`config.mk`:
```
export PLATFORM = sky130hd
export DESIGN_NAME = fir_band_scheduler_flat
export DESIGN_NICKNAME = d
export VERILOG_FILES = /design/src/rtl/fir_band_scheduler_pkg.sv /design/src/rtl/fir_band_scheduler_if.sv /design/src/rtl/fir_band_scheduler_delay_line.sv /design/src/rtl/fir_band_scheduler.sv /design/src/flat_wrapper.sv
export SDC_FILE = /design/constraint.sdc
export NUM_CORES = 2
export LEC_CHECK = 0
export ABC_AREA = 1
export BUFFER_PORTS_ARGS = -buffer_cell sky130_fd_sc_hd__buf_2
export CAP_MARGIN = 20
export CORE_MARGIN = 8
export CORE_UTILIZATION = 64
export CTS_CLUSTER_SIZE = 12
export DETAILED_ROUTE_END_ITERATION = 7
export HOLD_SLACK_MARGIN = 0.08
export PLACE_DENSITY = 0.81
export SETUP_SLACK_MARGIN = 0.15
export SYNTH_ARGS = -nofsm -noshare
export SYNTH_HDL_FRONTEND = slang
export SYNTH_SLANG_ARGS = --single-unit
```
`constraint.sdc`:
```
create_clock -name clk -period 7.2 [get_ports clk]
set_input_delay 1.08 -clock clk [delete_from_list [all_inputs] [get_ports clk]]
set_output_delay 1.08 -clock clk [all_outputs]
set_load 0.03 [all_outputs]
```
`src/rtl/fir_band_scheduler_pkg.sv`:
```
// fir_sched_pkg: shared types, constants and the output scaling function
// for the time-multiplexed band filter scheduler.
//
// Contents:
//   state_t    - scheduler FSM states (IDLE, MAC, DRAIN, OUT)
//   N_DEF, NUM_BANDS_DEF, DATA_W, COEF_W, COEF_FRAC, PROD_W, ACC_W
//   sat_shift  - accumulator -> DATA_W result (arithmetic shift + saturate)
//
// Optional feature macro: FIR_SCHED_ROUNDING_EN
//   defined   : round half up (add 2^(COEF_FRAC-1)) before the shift
//   undefined : plain truncating arithmetic shift
package fir_sched_pkg;

    localparam int N_DEF         = 31;
    localparam int NUM_BANDS_DEF = 10;
    localparam int DATA_W        = 24;
    localparam int COEF_W        = 12;
    localparam int COEF_FRAC     = 11;
    localparam int PROD_W        = DATA_W + COEF_W;
    localparam int ACC_W         = DATA_W + COEF_W + $clog2(N_DEF);

    typedef enum logic [1:0] {
        IDLE  = 2'd0,
        MAC   = 2'd1,
        DRAIN = 2'd2,
        OUT   = 2'd3
    } state_t;

    function automatic logic signed [DATA_W-1:0] sat_shift(
        input logic signed [ACC_W-1:0] acc
    );
        logic signed [ACC_W-1:0] biased;
        logic signed [ACC_W-1:0] shifted;
        logic [ACC_W-DATA_W:0]   top;
`ifdef FIR_SCHED_ROUNDING_EN
        biased = acc + ACC_W'(1 << (COEF_FRAC - 1));
`else
        biased = acc;
`endif
        shifted = biased >>> COEF_FRAC;
        // In range when every bit above the result MSB matches the sign.
        top = shifted[ACC_W-1:DATA_W-1];
        if (top == '0 || top == '1) begin
            return shifted[DATA_W-1:0];
        end else if (shifted[ACC_W-1]) begin
            return {1'b1, {(DATA_W-1){1'b0}}};
        end else begin
            return {1'b0, {(DATA_W-1){1'b1}}};
        end
    endfunction

endpackage

```
`src/rtl/fir_band_scheduler_if.sv`:
```
// fir_band_scheduler_if: sample input, coefficient ROM and band result bus
// of the band scheduler.
//
// Signals:
//   sample_valid, audio_in          - input sample strobe and data
//   coef_addr, coef_data            - synchronous ROM address / read data
//   band_valid, band_idx, band_data - per-band result stream
// Modports:
//   slave  - the scheduler side
//   master - the sample source / ROM / result sink side
interface fir_band_scheduler_if #(
    parameter int ADDR_W = 9,
    parameter int IDX_W  = 4
);
    logic                                      sample_valid;
    logic signed [fir_sched_pkg::DATA_W-1:0]   audio_in;
    logic        [ADDR_W-1:0]                  coef_addr;
    logic signed [fir_sched_pkg::COEF_W-1:0]   coef_data;
    logic                                      band_valid;
    logic        [IDX_W-1:0]                   band_idx;
    logic signed [fir_sched_pkg::DATA_W-1:0]   band_data;

    modport slave (
        input  sample_valid, audio_in, coef_data,
        output coef_addr, band_valid, band_idx, band_data
    );

    modport master (
        output sample_valid, audio_in, coef_data,
        input  coef_addr, band_valid, band_idx, band_data
    );
endinterface

```
`src/rtl/fir_band_scheduler_delay_line.sv`:
```
// fir_delay_line: N-entry circular sample buffer.
//
// Ports:
//   clk, rst_n  - clock, asynchronous active-low reset (clears buffer, pointer)
//   wr_en       - write wr_data at the current write pointer
//   wr_data     - sample to store
//   advance     - move the write pointer to the next slot (wraps N-1 -> 0)
//   rd_off      - age of the sample to read (0 = newest)
//   rd_data     - combinational read of entry (wr_ptr - rd_off) mod N
module fir_delay_line
    import fir_sched_pkg::*;
#(
    parameter int N = N_DEF,
    localparam int PTR_W = $clog2(N)
) (
    input  logic                     clk,
    input  logic                     rst_n,
    input  logic                     wr_en,
    input  logic signed [DATA_W-1:0] wr_data,
    input  logic                     advance,
    input  logic [PTR_W-1:0]         rd_off,
    output logic signed [DATA_W-1:0] rd_data
);

    logic signed [DATA_W-1:0] mem [N];
    logic [PTR_W-1:0]         wr_ptr;
    logic [PTR_W-1:0]         rd_idx;

    always_ff @(posedge clk or negedge rst_n) begin
        if (!rst_n) begin
            wr_ptr <= '0;
            for (int i = 0; i < N; i++) begin
                mem[i] <= '0;
            end
        end else begin
            if (wr_en) begin
                mem[wr_ptr] <= wr_data;
            end
            if (advance) begin
                wr_ptr <= (wr_ptr == PTR_W'(N - 1)) ? '0 : wr_ptr + 1'b1;
            end
        end
    end

    // Modulo-N subtraction without a divider.
    always_comb begin
        rd_idx = (wr_ptr >= rd_off) ? (wr_ptr - rd_off)
                                    : (wr_ptr + PTR_W'(N) - rd_off);
    end

    assign rd_data = mem[rd_idx];

endmodule

```
`src/rtl/fir_band_scheduler.sv`:
```
// fir_band_scheduler: one shared multiply-accumulate unit evaluates every
// band filter in turn for each accepted sample, reading coefficients from an
// external synchronous ROM (address = band*N + tap, 1-cycle read latency).
//
// Ports:
//   clk, rst_n - clock, asynchronous active-low reset
//   enable     - low aborts the current sample and ignores new samples
//   bus        - fir_band_scheduler_if.slave (sample in, ROM, band results)
//   busy       - high while a sample is being processed (incl. one tail cycle)
//   overrun    - sticky: a sample arrived while busy and was dropped
//
// Optional feature macro: FIR_SCHED_ROUNDING_EN (see fir_sched_pkg::sat_shift)
module fir_band_scheduler
    import fir_sched_pkg::*;
#(
    parameter int N         = N_DEF,
    parameter int NUM_BANDS = NUM_BANDS_DEF
) (
    input  logic                 clk,
    input  logic                 rst_n,
    input  logic                 enable,
    fir_band_scheduler_if.slave  bus,
    output logic                 busy,
    output logic                 overrun
);

    localparam int ADDR_W = $clog2(N * NUM_BANDS);
    localparam int IDX_W  = $clog2(NUM_BANDS);
    localparam int TAP_W  = $clog2(N);

    state_t                   state;
    state_t                   state_next;
    logic [TAP_W-1:0]         tap;
    logic [IDX_W-1:0]         band;
    logic [ADDR_W-1:0]        addr_mac;
    logic [ADDR_W-1:0]        addr_hold;
    logic signed [DATA_W-1:0] rd_data;
    logic signed [DATA_W-1:0] x_p1;
    logic                     vld_p1;
    logic signed [PROD_W-1:0] prod_p1;
    logic signed [ACC_W-1:0]  acc;
    logic signed [ACC_W-1:0]  acc_sum;
    logic                     tail;
    logic                     accept;
    logic                     advance;
    logic                     in_mac;
    logic                     last_tap;
    logic                     last_band;

    assign last_tap  = (tap == TAP_W'(N - 1));
    assign last_band = (band == IDX_W'(NUM_BANDS - 1));
    assign addr_mac  = ADDR_W'(band) * ADDR_W'(N) + ADDR_W'(tap);

    fir_delay_line #(.N(N)) u_delay (
        .clk     (clk),
        .rst_n   (rst_n),
        .wr_en   (accept),
        .wr_data (bus.audio_in),
        .advance (advance),
        .rd_off  (tap),
        .rd_data (rd_data)
    );

    always_ff @(posedge clk or negedge rst_n) begin
        if (!rst_n) begin
            state <= IDLE;
        end else begin
            state <= state_next;
        end
    end

    always_comb begin
        state_next = state;
        if (!enable) begin
            state_next = IDLE;
        end else begin
            case (state)
                IDLE:    if (accept) state_next = MAC;
                MAC:     if (last_tap) state_next = DRAIN;
                DRAIN:   state_next = OUT;
                OUT:     state_next = last_band ? IDLE : MAC;
                default: state_next = IDLE;
            endcase
        end
    end

    // busy covers the cycle after the final OUT too, so a sample arriving
    // there is counted as an overrun rather than accepted.
    always_comb begin
        in_mac        = (state == MAC);
        busy          = (state != IDLE) || tail;
        accept        = enable && bus.sample_valid && !busy;
        advance       = enable && (state == OUT) && last_band;
        bus.coef_addr = in_mac ? addr_mac : addr_hold;
    end

    // Stage p1: registered delay sample meets the ROM word addressed last cycle.
    assign prod_p1 = PROD_W'(x_p1) * PROD_W'(bus.coef_data);
    assign acc_sum = acc + ACC_W'(prod_p1);

    always_ff @(posedge clk or negedge rst_n) begin
        if (!rst_n) begin
            tap            <= '0;
            band           <= '0;
            addr_hold      <= '0;
            x_p1           <= '0;
            vld_p1         <= 1'b0;
            acc            <= '0;
            tail           <= 1'b0;
            overrun        <= 1'b0;
            bus.band_valid <= 1'b0;
            bus.band_idx   <= '0;
            bus.band_data  <= '0;
        end else begin
            bus.band_valid <= 1'b0;
            tail           <= advance;
            vld_p1         <= enable && in_mac;
            if (enable && bus.sample_valid && busy) begin
                overrun <= 1'b1;
            end
            case (state)
                IDLE: begin
                    if (accept) begin
                        tap  <= '0;
                        band <= '0;
                        acc  <= '0;
                    end
                end
                MAC: begin
                    x_p1      <= rd_data;
                    addr_hold <= addr_mac;
                    tap       <= last_tap ? '0 : tap + 1'b1;
                    // Tap 0 has no product in flight yet.
                    if (vld_p1) begin
                        acc <= acc_sum;
                    end
                end
                DRAIN: begin
                    acc <= acc_sum;
                    // Result is registered here so band_valid is seen in OUT.
                    if (enable) begin
                        bus.band_valid <= 1'b1;
                        bus.band_idx   <= band;
                        bus.band_data  <= sat_shift(acc_sum);
                    end
                end
                OUT: begin
                    if (!last_band) begin
                        band <= band + 1'b1;
                        acc  <= '0;
                    end
                end
                default: ;
            endcase
        end
    end

endmodule
```
`src/flat_wrapper.sv`:
```
// flat-port wrapper written by rule: the top's interface ports become plain ports
module fir_band_scheduler_flat import fir_sched_pkg::*;
#(
    parameter int N         = N_DEF,
    parameter int NUM_BANDS = NUM_BANDS_DEF
)
  (clk, rst_n, enable, busy, overrun, bus_sample_valid, bus_audio_in, bus_coef_data, bus_coef_addr, bus_band_valid, bus_band_idx, bus_band_data);
  fir_band_scheduler_if bus_i ();
  input  logic clk;
  input  logic rst_n;
  input  logic enable;
  output logic busy;
  output logic overrun;
  input wire logic [$bits(bus_i.sample_valid)-1:0] bus_sample_valid;
  input wire logic [$bits(bus_i.audio_in)-1:0] bus_audio_in;
  input wire logic [$bits(bus_i.coef_data)-1:0] bus_coef_data;
  output wire logic [$bits(bus_i.coef_addr)-1:0] bus_coef_addr;
  output wire logic [$bits(bus_i.band_valid)-1:0] bus_band_valid;
  output wire logic [$bits(bus_i.band_idx)-1:0] bus_band_idx;
  output wire logic [$bits(bus_i.band_data)-1:0] bus_band_data;
  assign bus_i.sample_valid = bus_sample_valid;
  assign bus_i.audio_in = bus_audio_in;
  assign bus_i.coef_data = bus_coef_data;
  assign bus_coef_addr = bus_i.coef_addr;
  assign bus_band_valid = bus_i.band_valid;
  assign bus_band_idx = bus_i.band_idx;
  assign bus_band_data = bus_i.band_data;
  fir_band_scheduler #(.N(N), .NUM_BANDS(NUM_BANDS)) u_core (.clk(clk), .rst_n(rst_n), .enable(enable), .bus(bus_i), .busy(busy), .overrun(overrun));
endmodule
```
==> reports/qor.yml <==
result_of_the_run: "finished, violations left"
violated_checks: "design-rule violations"
critical_path_class: "in -> reg"
synth.top_cells.by_area: "dfrtp_1, nand2_1, fa_1"
drt.antenna.violating_nets: 0
placement.io_buffers: 79
critical_path.top_delay_family: "adder cells"
timing.max_cap.violations: 0
route.final.wire_length_mm: 150
synth_top_cells_by_count: "nand2_1, inv_1, dfrtp_1, o21ai_0, nand3_1"
netlist.area_leader.share_pct: 40.4
post_synth.cell_area_avg_sq_um: 7.87
later_pin_clock_latency_in_the_skew_report_ns: 0.68
placement_rows: 106
syn-instance-count: 6820
final_layout_size_suffix_gt1_share_pct: 5.70
dp.final_hpwl_mm: 97.8
worstMarginPinSlew_ns: 1.11
endpoint_kind: "flop"
achievable-frequency_ghz: 0.152
grt_pass1_wl_mm: 242
detailroute.via_count: 45400
report.final.setup_viol: 0
met3_length_mm: 13.5
cts_inserted_buffers: 92
vias_per_cell: 5.81
critical_path.max_stage_delay_ns: 0.66
cts-root-to-sink-buffers: 3
critical_path_buf_inv_count: 6
final_min_period_over_clock_period_pct: 91.3
cp_data_arrival_time_ns: 7.18
cts.sink_count: 866
drt_drc_violations_left: 1
synth-main-ff-cell: "dfrtp_1"
synthesized_netlist_net_count: 7323
synth_area_sq_um: 53700
postCtsHoldBufs: 0
rsz_0062_raised_after_global_routing: "no"
cts_tree: "done"
ys_async_sr_fraction_pct: 100
io-pin-count: 80
dr.first_iter.drc_count: 5042
core_sq_um: 83400
dr.pass1.iters: 8
routedLengthMet1_mm: 58.0
floorplan.die.height_microns: 306
worst-endpoint-required_ns: 7.80
critPathLaunchType: "primary input"
routed_wire_length_per_instance_microns: 19.2
grt_max_degree: 169
holdWs_ns: 0.466
layout_min_cycle_time_ns: 6.58
most_common_cell_in_the_synthesized_netlist: "nand2_1"
cts.htree.levels: 3
routed-wl-met2_mm: 70.4
synth_cell_types: 42
final.fill_count: 6587
cts_setup_buffers: 0
fraction_of_the_yosys_area_taken_by_sequential_cells_pct: 40.4
postSynthRegisterBits: 866
antenna_found_initial: 3
clk_transition_reported_paths_ns: 0.06
cp_common_cell: "nand2_1"
finClkSkew_ns: 0.0641
yosysTopAreaCell: "dfrtp_1"
crit_fanout: 23
effective_utilization_at_floorplan_pct: 64.4
maxSlewViolCount: 0
synth_edf_count: 0
maxUsedRoutingLayer: "met4"
cts.root.buffer_cell: "clkbuf_16"
area.growth.synth_to_final_pct: 7.38
grt_pass1_vias: 44600
slowest_stage: "fa_1"
yosysWarningCount: 0
final-hold-violation-count: 0
finalNetCount: 7163
floorplan.die_area_sq_um: 93400
maxSlewHeadroom_pct: 25.9
min_path_type: "in -> async"
gpl.final_weighted_congestion: 0.962
globalRouteOverflowTotal: 0
die_width_microns: 306
grt_use_total_pct: 32.1
-- cell families (layout without fill, tap and decap cells) --
group | after synthesis | in the layout | share of synthesized area, %
buf+inv | 1416 | 1320 | 10.5
simple gates | 2994 | 2994 | 22.3
other cells | 0 | 1 | 0
xor+xnor | 37 | 37 | 0.604
flops | 866 | 866 | 40.4
fa+ha+maj | 463 | 463 | 15.3
compound gates | 1044 | 1044 | 10.9
-- layout make-up --
cell class | instances | area (sq um) | area share [%]
clock inverters | 25 | 290 | 0.503
well taps | 1080 | 1350 | 2.34
inverters | 980 | 3680 | 6.39
repair buffers | 182 | 1510 | 2.62
diodes | 1 | 2.50 | 0.00434
clock buffers | 133 | 2680 | 4.64
flip-flops and latches | 866 | 21700 | 37.6
multi-input cells | 4538 | 26500 | 45.9
-- sequential cells by signal, indices dropped and copies added (netlist names), 2 cells and up --
signal                 count
u_core.u_delay.mem       744
u_core.acc                41
u_core.bus.band_data      24
u_core.x_p1               24
u_core.addr_hold           9
u_core.tap                 5
u_core.u_delay.wr_ptr      5
u_core.band                4
u_core.bus.band_idx        4
u_core.state               2
-- worst paths after layout --
path | startpoint | end | slack [ns] | cells after the start
worst max-delay path | bus_coef_data[6] | u_core.bus.band_data[13]$_DFFE_PN0P_ | 0.62 | 28
worst min-delay path | rst_n | u_core.u_delay.mem[632]$_DFFE_PN0P_ | 0.47 | 1
worst max register to register | u_core.x_p1[23]$_DFFE_PN0P_ | u_core.bus.band_data[13]$_DFFE_PN0P_ | 0.68 | 27
worst min register to register | u_core.overrun$_DFFE_PN0P_ | u_core.overrun$_DFFE_PN0P_ | 0.47 | 1
max in group asynchronous | rst_n | u_core.u_delay.mem[425]$_DFFE_PN0P_ | 5.08 | 3
min in group clk | u_core.overrun$_DFFE_PN0P_ | u_core.overrun$_DFFE_PN0P_ | 0.47 | 1
-- stage by stage --
stage	setup TNS, ns	cells	util [%]	area (sq um)	setup WS, ns
floorplan	0	6820	-	53700	0.604
global placement	0	7637	65.3	54500	0.0994
detailed placement	-0.441	7637	65.3	54500	-0.0536
CTS	0	7795	68.8	57400	0.445
global route	0	7805	69.1	57700	0.214
finish	0	7805	69.1	57700	0.623
-- timing repair --
item | 4_1_cts | 5_1_grt
setup endpoints to repair | 0 | 23
hold endpoints to repair | 0 | 0
gates resized for setup | 0 | 3
-- routing by layer --
metal / up-vias / global-route usage [%]
li1: 20800 / -
met1: 21800 / 42.0
met2: 2223 / 51.7
met3: 551 / 5.72
met4: 0 / 16.4
met5: - / 0
-- layout by cell type (no fill, tap or decap), types with 20 or more instances in the layout --
cell       synthesis  layout
inv_1            977     975
buf_12             0      20
o211ai_1          90      90
a31oi_1           29      29
o211ai_2          31      31
nor2_1           126     121
buf_2            107      78
a21oi_1           45      45
nand3_1          504     500
clkbuf_8           0      22
ha_1             137     137
buf_4             14      79
dfrtp_1          866     865
clkbuf_16          0      92
fa_1             326     326
nand2_1         2328    2323
o21ai_0          803     803
Power is left out: the tool's default activity adds up to more than one toggle a clock period on the data nets, which glitch-free logic cannot reach.
